## src/rtl/noc_params.sv

```systemverilog
// rtl/noc_params.sv - shared NoC types, mesh constants and flit helpers
// Purpose: flit format, port/label enums, per-VC state enum and mesh geometry
// used by the router input port and its sub-modules. No ports (package).
package noc_params;

    localparam int MESH_SIZE_X      = 4;
    localparam int MESH_SIZE_Y      = 4;
    localparam int DEST_ADDR_SIZE_X = $clog2(MESH_SIZE_X);
    localparam int DEST_ADDR_SIZE_Y = $clog2(MESH_SIZE_Y);
    localparam int VC_NUM           = 2;
    localparam int VC_SIZE          = $clog2(VC_NUM);
    localparam int PAYLOAD_SIZE     = 16;

    typedef enum logic [1:0] {HEAD, BODY, TAIL, HEADTAIL} flit_label_t;

    typedef enum logic [2:0] {LOCAL, NORTH, SOUTH, WEST, EAST} port_t;

    typedef enum logic [1:0] {IDLE, VA, ACTIVE} vc_state_t;

    typedef struct packed {
        flit_label_t                 flit_label;
        logic [VC_SIZE-1:0]          vc_id;
        logic [DEST_ADDR_SIZE_X-1:0] x_dest;
        logic [DEST_ADDR_SIZE_Y-1:0] y_dest;
        logic [PAYLOAD_SIZE-1:0]     payload;
    } flit_t;

    typedef struct packed {
        flit_label_t                 flit_label;
        logic [DEST_ADDR_SIZE_X-1:0] x_dest;
        logic [DEST_ADDR_SIZE_Y-1:0] y_dest;
        logic [PAYLOAD_SIZE-1:0]     payload;
    } flit_novc_t;

    function automatic logic is_head(input flit_label_t l);
        return (l == HEAD) || (l == HEADTAIL);
    endfunction

    function automatic logic is_tail(input flit_label_t l);
        return (l == TAIL) || (l == HEADTAIL);
    endfunction

endpackage

```

## src/rtl/rc_unit.sv

```systemverilog
// rtl/rc_unit.sv - XY dimension-order route computation
// Purpose: picks the output port for a destination, X first, then Y.
// Ports: x_dest_i/y_dest_i destination coordinates; out_port_o chosen port.
module rc_unit
    import noc_params::*;
#(
    parameter int X_CURRENT = MESH_SIZE_X / 2,
    parameter int Y_CURRENT = MESH_SIZE_Y / 2
) (
    input  logic [DEST_ADDR_SIZE_X-1:0] x_dest_i,
    input  logic [DEST_ADDR_SIZE_Y-1:0] y_dest_i,
    output port_t                       out_port_o
);

    // Y grows towards SOUTH, X grows towards EAST.
    always_comb begin
        out_port_o = LOCAL;
        if (int'(x_dest_i) > X_CURRENT) begin
            out_port_o = EAST;
        end else if (int'(x_dest_i) < X_CURRENT) begin
            out_port_o = WEST;
        end else if (int'(y_dest_i) > Y_CURRENT) begin
            out_port_o = SOUTH;
        end else if (int'(y_dest_i) < Y_CURRENT) begin
            out_port_o = NORTH;
        end
    end

endmodule

```

## src/rtl/vc_fifo.sv

```systemverilog
// rtl/vc_fifo.sv - single virtual-channel flit FIFO
// Purpose: circular buffer with occupancy count and simultaneous read/write.
// Ports: clk, rst (async active-low); data_i/write_i push; read_i pop;
// data_o front entry (registered storage, no bypass); is_empty_o, is_full_o,
// count_o occupancy.
module vc_fifo #(
    parameter int BUFFER_SIZE = 8,
    parameter int DATA_W      = 8
) (
    input  logic                         clk,
    input  logic                         rst,
    input  logic [DATA_W-1:0]            data_i,
    input  logic                         read_i,
    input  logic                         write_i,
    output logic [DATA_W-1:0]            data_o,
    output logic                         is_empty_o,
    output logic                         is_full_o,
    output logic [$clog2(BUFFER_SIZE):0] count_o
);

    localparam int PTR_W = $clog2(BUFFER_SIZE);
    localparam int CNT_W = PTR_W + 1;

    logic [DATA_W-1:0] mem_q [BUFFER_SIZE];
    logic [PTR_W-1:0]  rd_ptr_q, rd_ptr_d;
    logic [PTR_W-1:0]  wr_ptr_q, wr_ptr_d;
    logic [CNT_W-1:0]  count_q, count_d;
    logic              do_read, do_write;

    assign is_empty_o = (count_q == '0);
    assign is_full_o  = (count_q == CNT_W'(BUFFER_SIZE));
    assign count_o    = count_q;
    assign data_o     = mem_q[rd_ptr_q];

    // A write into a full buffer only fits when the same edge frees a slot.
    assign do_read  = read_i && !is_empty_o;
    assign do_write = write_i && (!is_full_o || do_read);

    // Power-of-two depth: pointers wrap by natural overflow.
    always_comb begin
        rd_ptr_d = rd_ptr_q;
        wr_ptr_d = wr_ptr_q;
        count_d  = count_q;
        if (do_read) begin
            rd_ptr_d = rd_ptr_q + PTR_W'(1);
        end
        if (do_write) begin
            wr_ptr_d = wr_ptr_q + PTR_W'(1);
        end
        if (do_write && !do_read) begin
            count_d = count_q + CNT_W'(1);
        end else if (do_read && !do_write) begin
            count_d = count_q - CNT_W'(1);
        end
    end

    always_ff @(posedge clk or negedge rst) begin
        if (!rst) begin
            rd_ptr_q <= '0;
            wr_ptr_q <= '0;
            count_q  <= '0;
        end else begin
            rd_ptr_q <= rd_ptr_d;
            wr_ptr_q <= wr_ptr_d;
            count_q  <= count_d;
        end
    end

    always_ff @(posedge clk) begin
        if (do_write) begin
            mem_q[wr_ptr_q] <= data_i;
        end
    end

endmodule

```

## src/rtl/input_port_vc_fsm.sv

```systemverilog
// rtl/input_port_vc_fsm.sv - router input port with per-VC packet FSMs
// Purpose: buffers incoming flits per virtual channel, routes each VC's front
// head flit, requests VC and switch allocation, feeds the crossbar and returns
// on/off or credit flow control upstream.
// Ports: clk, rst (async active-low); data_i/valid_flit_i upstream flit;
// va_valid_i/va_new_vc_i VC grants; sa_valid_i/sa_sel_vc_i switch grant;
// xb_flit_o crossbar flit; va_request_o, sa_request_o allocation requests;
// out_port_o, downstream_vc_o latched per-VC route and VC; on_off_o,
// credit_valid_o, credit_vc_o flow control; is_empty_o, is_full_o, error_o.
module input_port_vc_fsm
    import noc_params::*;
#(
    parameter int N_VC          = VC_NUM,
    parameter int BUFFER_SIZE   = 8,
    parameter int FLOW_CTRL     = 0,
    parameter int ON_OFF_THRESH = 2,
    parameter int X_CURRENT     = MESH_SIZE_X / 2,
    parameter int Y_CURRENT     = MESH_SIZE_Y / 2
) (
    input  logic                          clk,
    input  logic                          rst,
    input  flit_t                         data_i,
    input  logic                          valid_flit_i,
    input  logic [N_VC-1:0]               va_valid_i,
    input  logic [N_VC-1:0][VC_SIZE-1:0]  va_new_vc_i,
    input  logic                          sa_valid_i,
    input  logic [VC_SIZE-1:0]            sa_sel_vc_i,
    output flit_t                         xb_flit_o,
    output logic [N_VC-1:0]               va_request_o,
    output port_t [N_VC-1:0]              out_port_o,
    output logic [N_VC-1:0]               sa_request_o,
    output logic [N_VC-1:0][VC_SIZE-1:0]  downstream_vc_o,
    output logic [N_VC-1:0]               on_off_o,
    output logic                          credit_valid_o,
    output logic [VC_SIZE-1:0]            credit_vc_o,
    output logic [N_VC-1:0]               is_empty_o,
    output logic [N_VC-1:0]               is_full_o,
    output logic [N_VC-1:0]               error_o
);

    localparam int CNT_W = $clog2(BUFFER_SIZE) + 1;

    logic [$bits(flit_t)-1:0] front_bits [N_VC];
    flit_t                    front      [N_VC];
    logic [CNT_W-1:0]         count      [N_VC];
    port_t                    route      [N_VC];

    logic [N_VC-1:0] wr_hit, wr_en, sel_hit, rd_en;

    vc_state_t                   state_q [N_VC];
    vc_state_t                   state_d [N_VC];
    port_t [N_VC-1:0]            out_port_q, out_port_d;
    logic [N_VC-1:0][VC_SIZE-1:0] ds_vc_q, ds_vc_d;
    logic [N_VC-1:0]             error_q, error_d;
    logic                        credit_valid_q, credit_valid_d;
    logic [VC_SIZE-1:0]          credit_vc_q, credit_vc_d;

    for (genvar v = 0; v < N_VC; v++) begin : g_vc
        vc_fifo #(
            .BUFFER_SIZE(BUFFER_SIZE),
            .DATA_W     ($bits(flit_t))
        ) u_fifo (
            .clk       (clk),
            .rst       (rst),
            .data_i    (data_i),
            .read_i    (rd_en[v]),
            .write_i   (wr_en[v]),
            .data_o    (front_bits[v]),
            .is_empty_o(is_empty_o[v]),
            .is_full_o (is_full_o[v]),
            .count_o   (count[v])
        );

        assign front[v] = front_bits[v];

        // Routing follows the VC's front flit, never the arriving one.
        rc_unit #(
            .X_CURRENT(X_CURRENT),
            .Y_CURRENT(Y_CURRENT)
        ) u_rc (
            .x_dest_i  (front[v].x_dest),
            .y_dest_i  (front[v].y_dest),
            .out_port_o(route[v])
        );
    end

    // Only reads that the FSM can legally serve reach the FIFO; a write into
    // a full VC survives only alongside an accepted read of that VC.
    always_comb begin
        wr_hit  = '0;
        wr_en   = '0;
        sel_hit = '0;
        rd_en   = '0;
        for (int v = 0; v < N_VC; v++) begin
            sel_hit[v] = sa_valid_i && (sa_sel_vc_i == VC_SIZE'(v));
            rd_en[v]   = sel_hit[v] && (state_q[v] == ACTIVE) && !is_empty_o[v];
            wr_hit[v]  = valid_flit_i && (data_i.vc_id == VC_SIZE'(v));
            wr_en[v]   = wr_hit[v] && (!is_full_o[v] || rd_en[v]);
        end
    end

    always_comb begin
        xb_flit_o       = front[0];
        xb_flit_o.vc_id = ds_vc_q[0];
        for (int v = 1; v < N_VC; v++) begin
            if (sa_sel_vc_i == VC_SIZE'(v)) begin
                xb_flit_o       = front[v];
                xb_flit_o.vc_id = ds_vc_q[v];
            end
        end
    end

    always_comb begin
        out_port_d   = out_port_q;
        ds_vc_d      = ds_vc_q;
        error_d      = error_q;
        va_request_o = '0;
        sa_request_o = '0;
        for (int v = 0; v < N_VC; v++) begin
            state_d[v] = state_q[v];
            case (state_q[v])
                IDLE: begin
                    if (!is_empty_o[v]) begin
                        if (is_head(front[v].flit_label)) begin
                            state_d[v]    = VA;
                            out_port_d[v] = route[v];
                        end else begin
                            error_d[v] = 1'b1;
                        end
                    end
                end
                VA: begin
                    va_request_o[v] = 1'b1;
                    if (va_valid_i[v]) begin
                        ds_vc_d[v] = va_new_vc_i[v];
                        state_d[v] = ACTIVE;
                    end
                end
                ACTIVE: begin
                    sa_request_o[v] = !is_empty_o[v];
                    if (rd_en[v] && is_tail(front[v].flit_label)) begin
                        state_d[v] = IDLE;
                    end
                end
                default: state_d[v] = IDLE;
            endcase
            if ((wr_hit[v] && !wr_en[v]) || (sel_hit[v] && !rd_en[v])) begin
                error_d[v] = 1'b1;
            end
        end
    end

    always_comb begin
        credit_valid_d = 1'b0;
        credit_vc_d    = credit_vc_q;
        if (FLOW_CTRL == 1) begin
            credit_valid_d = |rd_en;
            for (int v = 0; v < N_VC; v++) begin
                if (rd_en[v]) begin
                    credit_vc_d = VC_SIZE'(v);
                end
            end
        end
    end

    always_ff @(posedge clk or negedge rst) begin
        if (!rst) begin
            for (int v = 0; v < N_VC; v++) begin
                state_q[v]    <= IDLE;
                out_port_q[v] <= LOCAL;
            end
            ds_vc_q        <= '0;
            error_q        <= '0;
            credit_valid_q <= 1'b0;
            credit_vc_q    <= '0;
        end else begin
            for (int v = 0; v < N_VC; v++) begin
                state_q[v] <= state_d[v];
            end
            out_port_q     <= out_port_d;
            ds_vc_q        <= ds_vc_d;
            error_q        <= error_d;
            credit_valid_q <= credit_valid_d;
            credit_vc_q    <= credit_vc_d;
        end
    end

    // On/off is taken straight from the occupancy register so it moves on
    // the same edge as the count.
    always_comb begin
        on_off_o = '1;
        if (FLOW_CTRL == 0) begin
            for (int v = 0; v < N_VC; v++) begin
                on_off_o[v] = (CNT_W'(BUFFER_SIZE) - count[v]) > CNT_W'(ON_OFF_THRESH);
            end
        end
    end

    assign out_port_o      = out_port_q;
    assign downstream_vc_o = ds_vc_q;
    assign error_o         = error_q;
    assign credit_valid_o  = credit_valid_q;
    assign credit_vc_o     = credit_vc_q;

endmodule

```

## config.mk

```make
export PLATFORM = sky130hd
export DESIGN_NAME = input_port_vc_fsm
export DESIGN_NICKNAME = d
export VERILOG_FILES = /design/src/rtl/noc_params.sv /design/src/rtl/rc_unit.sv /design/src/rtl/vc_fifo.sv /design/src/rtl/input_port_vc_fsm.sv
export SDC_FILE = /design/constraint.sdc
export NUM_CORES = 1
export LEC_CHECK = 0
export CORE_MARGIN = 2
export CORE_UTILIZATION = 45
export DETAILED_ROUTE_END_ITERATION = 12
export PLACE_DENSITY_LB_ADDON = 0.12
export SETUP_SLACK_MARGIN = 0.1
export SLEW_MARGIN = 0
export SYNTH_ARGS = -nofsm -noshare
export SYNTH_HDL_FRONTEND = slang
export SYNTH_SLANG_ARGS = --single-unit
```

## constraint.sdc

```tcl
create_clock -name clk -period 5.6 [get_ports clk]
set_input_delay 1.68 -clock clk [delete_from_list [all_inputs] [get_ports clk]]
set_output_delay 1.68 -clock clk [all_outputs]
set_load 0.02 [all_outputs]
```

==> metrics, run 1 <==
final worst slack=0.6106 ns; register area=0.01143 mm2; Place WS=0.6151 ns; asr flop ratio synth=0.08808; Unique masters post-synth=49; Clock Sinks=386; DP HPWL=20,130 um; I/O Pins=77; Final Net Count=931; Least-Margin Pin Slew=0.8301 ns; max_cap viols=0; fin area=0.01825 mm2; launching point of the worst reg2reg path=g_vc[1].u_fifo.rd_ptr_q[1]; post-route setup TNS=0 ns; Worst EP required=3.92 ns; site row count=67; Synth Flop Type=edfxtp_1; Critical-path top delay cell=dfrtp_1; antenna viol nets, final=0; placed cell count=1,283; H-tree levels=2; Core Box Area=0.03370 mm2; largest area contributor in the netlist=edfxtp_1; pwr dens=503.8 mW/mm2; CTS tree=yes; synth warn=0; footprint of the multi-input gates=0.003826 mm2; Post-DP Area=0.01693 mm2; Die Area=0.03593 mm2; Peak VDD IR=0.2693 mV; Layout fillers=2,643; WHS Endpoint=error_o[1]; First DRT Iteration DRCs=495; Buffers & Inverters on Critical Path=2; worst reg2reg path depth=6; outcome=finished, final reports clean; sequential-to-total area share from yosys stat=0.7372; hold_buf cts=0; Max Fclk=200.4 MHz; hold path cells=1; Post-CTS Repair Setup Buffers=0; Slew HR=0.4466; wire length per cell=24.36 um; # setup viols final=0; Congestion Overflow GR=0; DR pass1 iterations=5; CP top delay family=multiplexers; Data arrival, critical path=3.31 ns; CP startpoint kind=flop; vias in the first global route=8,105; post-synth top area share=0.6823; Post-synth EDFFs=352; layout cell share with drive strength beyond 1=0.2379; slowest cell delay on critical path=0.86 ns; Fin Clk Skew=0.01897 ns; LEAKAGE=6.019 nW; area of the mapped netlist=0.01549 mm2; CTS buffer count=42; CTS root buffer=clkbuf_16; via/cell ratio=5.574; Worst setup EP type=output pin; RSZ-0062 raised after global routing=no; Finished Layout Cells=1,356; gpl congestion=0.7461; post-CTS sizing=0; Yosys reg bits=386; final wirelength=33,030 um; Bufs on Longest Clock Path=3; min-delay src=error_o[1]; antenna violations before repair=0; largest net degree at the start of global routing=45; Worst-path clk slew=0.06 ns; Tcrit/Tclk final=0.8910; Post-Syn Instances=772; Min Hold Slack=0.4672 ns; Die Y=189.5 um; critical path class=flop to output pin; initial core utilization=0.4597; ANT cells=0; GRT Total Usage=0.1906; final hold vios=0; first-pass GRT wire length=50,420 um; Slew Viols, Final=0; Worst R2R Setup Slack=2.27 ns; via count=7,558; number of port buffers=74; Clock Latency Late Sink=0.53 ns; terminus of the critical flop-to-flop path=out_port_o[4]; die span in x=189.5 um; # DRC=0; Synth Area per Inst=20.07 um2; crit path time final=4.989 ns; Critical Path, Cell by Cell=buf_4, mux4_2, mux2i_1, a21oi_1, clkdlybuf4s50_1; critical-path maximum fanout=11; worst min path class=flop to flop; largest cells by area after synthesis=edfxtp_1, mux4_2, dfrtp_1; Syn-to-layout area delta=17.80%
## worst max-delay path by stage
stage	depth (start not counted)	end	slack, ns	start
4_1_cts	5	xb_flit_o[21]	0.51	g_vc[1].u_fifo.rd_ptr_q[1]
3_3_place_gp	5	xb_flit_o[11]	0.66	sa_sel_vc_i
6_report	5	xb_flit_o[21]	0.61	g_vc[1].u_fifo.rd_ptr_q[1]
2_1_floorplan	5	g_vc[1].u_fifo.mem_q[4][0]	0.23	sa_sel_vc_i
3_5_place_dp	5	xb_flit_o[11]	0.62	sa_sel_vc_i
5_1_grt	5	xb_flit_o[21]	0.43	g_vc[1].u_fifo.rd_ptr_q[1]
## state kept, by name, summed over array words and instances, names as in the netlist
register              flops
downstream_vc_o           2
g_vc.u_fifo.rd_ptr_q      6
g_vc.u_fifo.mem_q       352
error_o                   2
g_vc.u_fifo.wr_ptr_q      6
state_q                   4
g_vc.u_fifo.count_o       8
out_port_o                6
## power breakdown
| group | internal, mW | switching [mW] |
|---|---|---|
| clock network | 1.59 | 1.05 |
| logic | 1.38 | 1.39 |
| registers | 3.47 | 0.322 |
| total | 6.44 | 2.75 |
## synth_stat cells (all sizes together), types with 9 or more instances
master  count
nor2b      20
a21oi      24
clkbuf     12
nor2       21
mux2       14
dfrtp      34
mux4       88
xnor2      14
buf        33
ha         18
inv        19
nor3b       9
edfxtp    352
a211oi     16
mux2i      27
nand2      16
## cells in the final DEF, fill, tap and decap left out, types with 2 or more instances in the layout
cell type and count:
a211oi_1 16, a21o_1 3, a21oi_1 24, buf_12 5, buf_2 2, buf_4 28, bufinv_16 3, clkbuf_1 10
clkbuf_16 45, clkdlybuf4s50_1 72, clkinv_1 8, clkinv_2 5, conb_1 2, dfrtp_1 30, dfrtp_2 4, edfxtp_1 352
fa_1 2, ha_1 18, inv_1 19, mux2_2 13, mux2i_1 27, mux4_2 88, nand2_1 16, nand2b_1 6
nand3_1 2, nand4_1 2, nor2_1 18, nor2_2 3, nor2b_1 20, nor3_1 3, nor3_2 4, nor3b_1 2
nor3b_2 7, nor4b_2 3, o21a_1 2, o21ai_0 8, or3_1 2, xnor2_1 14, xor2_1 2
## cells by family (layout without fill, tap and decap cells)
kind of cell,after synthesis,after routing,share of synthesized area
buffers and inverters,64,199,0.02100
and+or+nand+nor,94,94,0.03392
muxes,129,129,0.1558
xor gates and xnor gates,16,16,0.009046
adders and majority gates,20,20,0.01712
DFF,386,386,0.7372
AOI/OAI and AO/OA,62,62,0.02568
other,1,2,0.0002421
## layout make-up
class,count,share of cell area
Tap cell,448,0.03071
Sequential cell,386,0.6261
Multi-Input combinational cell,323,0.2097
Clock buffer,55,0.06376
Timing Repair Buffer,107,0.05704
Clock inverter,18,0.008844
Inverter,19,0.003908
## routing by layer
metal | vias to the layer above | routed length (um) | global-route usage
li1 | 3327 | - | -
met1 | 4003 | 14580 | 0.2605
met2 | 186 | 16350 | 0.3226
met3 | 42 | 1608 | 0.03450
met4 | 0 | 490 | 0.04264
met5 | - | 0 | 0
## metrics by stage
stage / utilization / power, mW
floorplan: - / 5.677
global placement: 0.5022 / 6.585
detailed placement: 0.5022 / 6.664
CTS: 0.5415 / 9.324
global route: 0.5415 / 9.664
finish: 0.5415 / 9.194
Note: power is estimated with default switching activity, not from simulation.
==> run 2, diff against run 1 <==
--- a/config.mk
+++ b/config.mk
@@ -10,7 +10,6 @@
 export DETAILED_ROUTE_END_ITERATION = 12
 export PLACE_DENSITY_LB_ADDON = 0.12
 export SETUP_SLACK_MARGIN = 0.1
-export SLEW_MARGIN = 0
 export SYNTH_ARGS = -nofsm -noshare
 export SYNTH_HDL_FRONTEND = slang
 export SYNTH_SLANG_ARGS = --single-unit
==> results of run 2 <==
Final layout, timing and power as in run 1 (identical DEF).
==> run 3, diff against run 2 <==
--- a/config.mk
+++ b/config.mk
@@ -9,7 +9,7 @@
 export CORE_UTILIZATION = 45
 export DETAILED_ROUTE_END_ITERATION = 12
 export PLACE_DENSITY_LB_ADDON = 0.12
-export SETUP_SLACK_MARGIN = 0.1
+export SETUP_SLACK_MARGIN = 0.2
 export SYNTH_ARGS = -nofsm -noshare
 export SYNTH_HDL_FRONTEND = slang
 export SYNTH_SLANG_ARGS = --single-unit
==> results of run 3 <==
Final layout, timing and power as in run 1 (identical DEF).
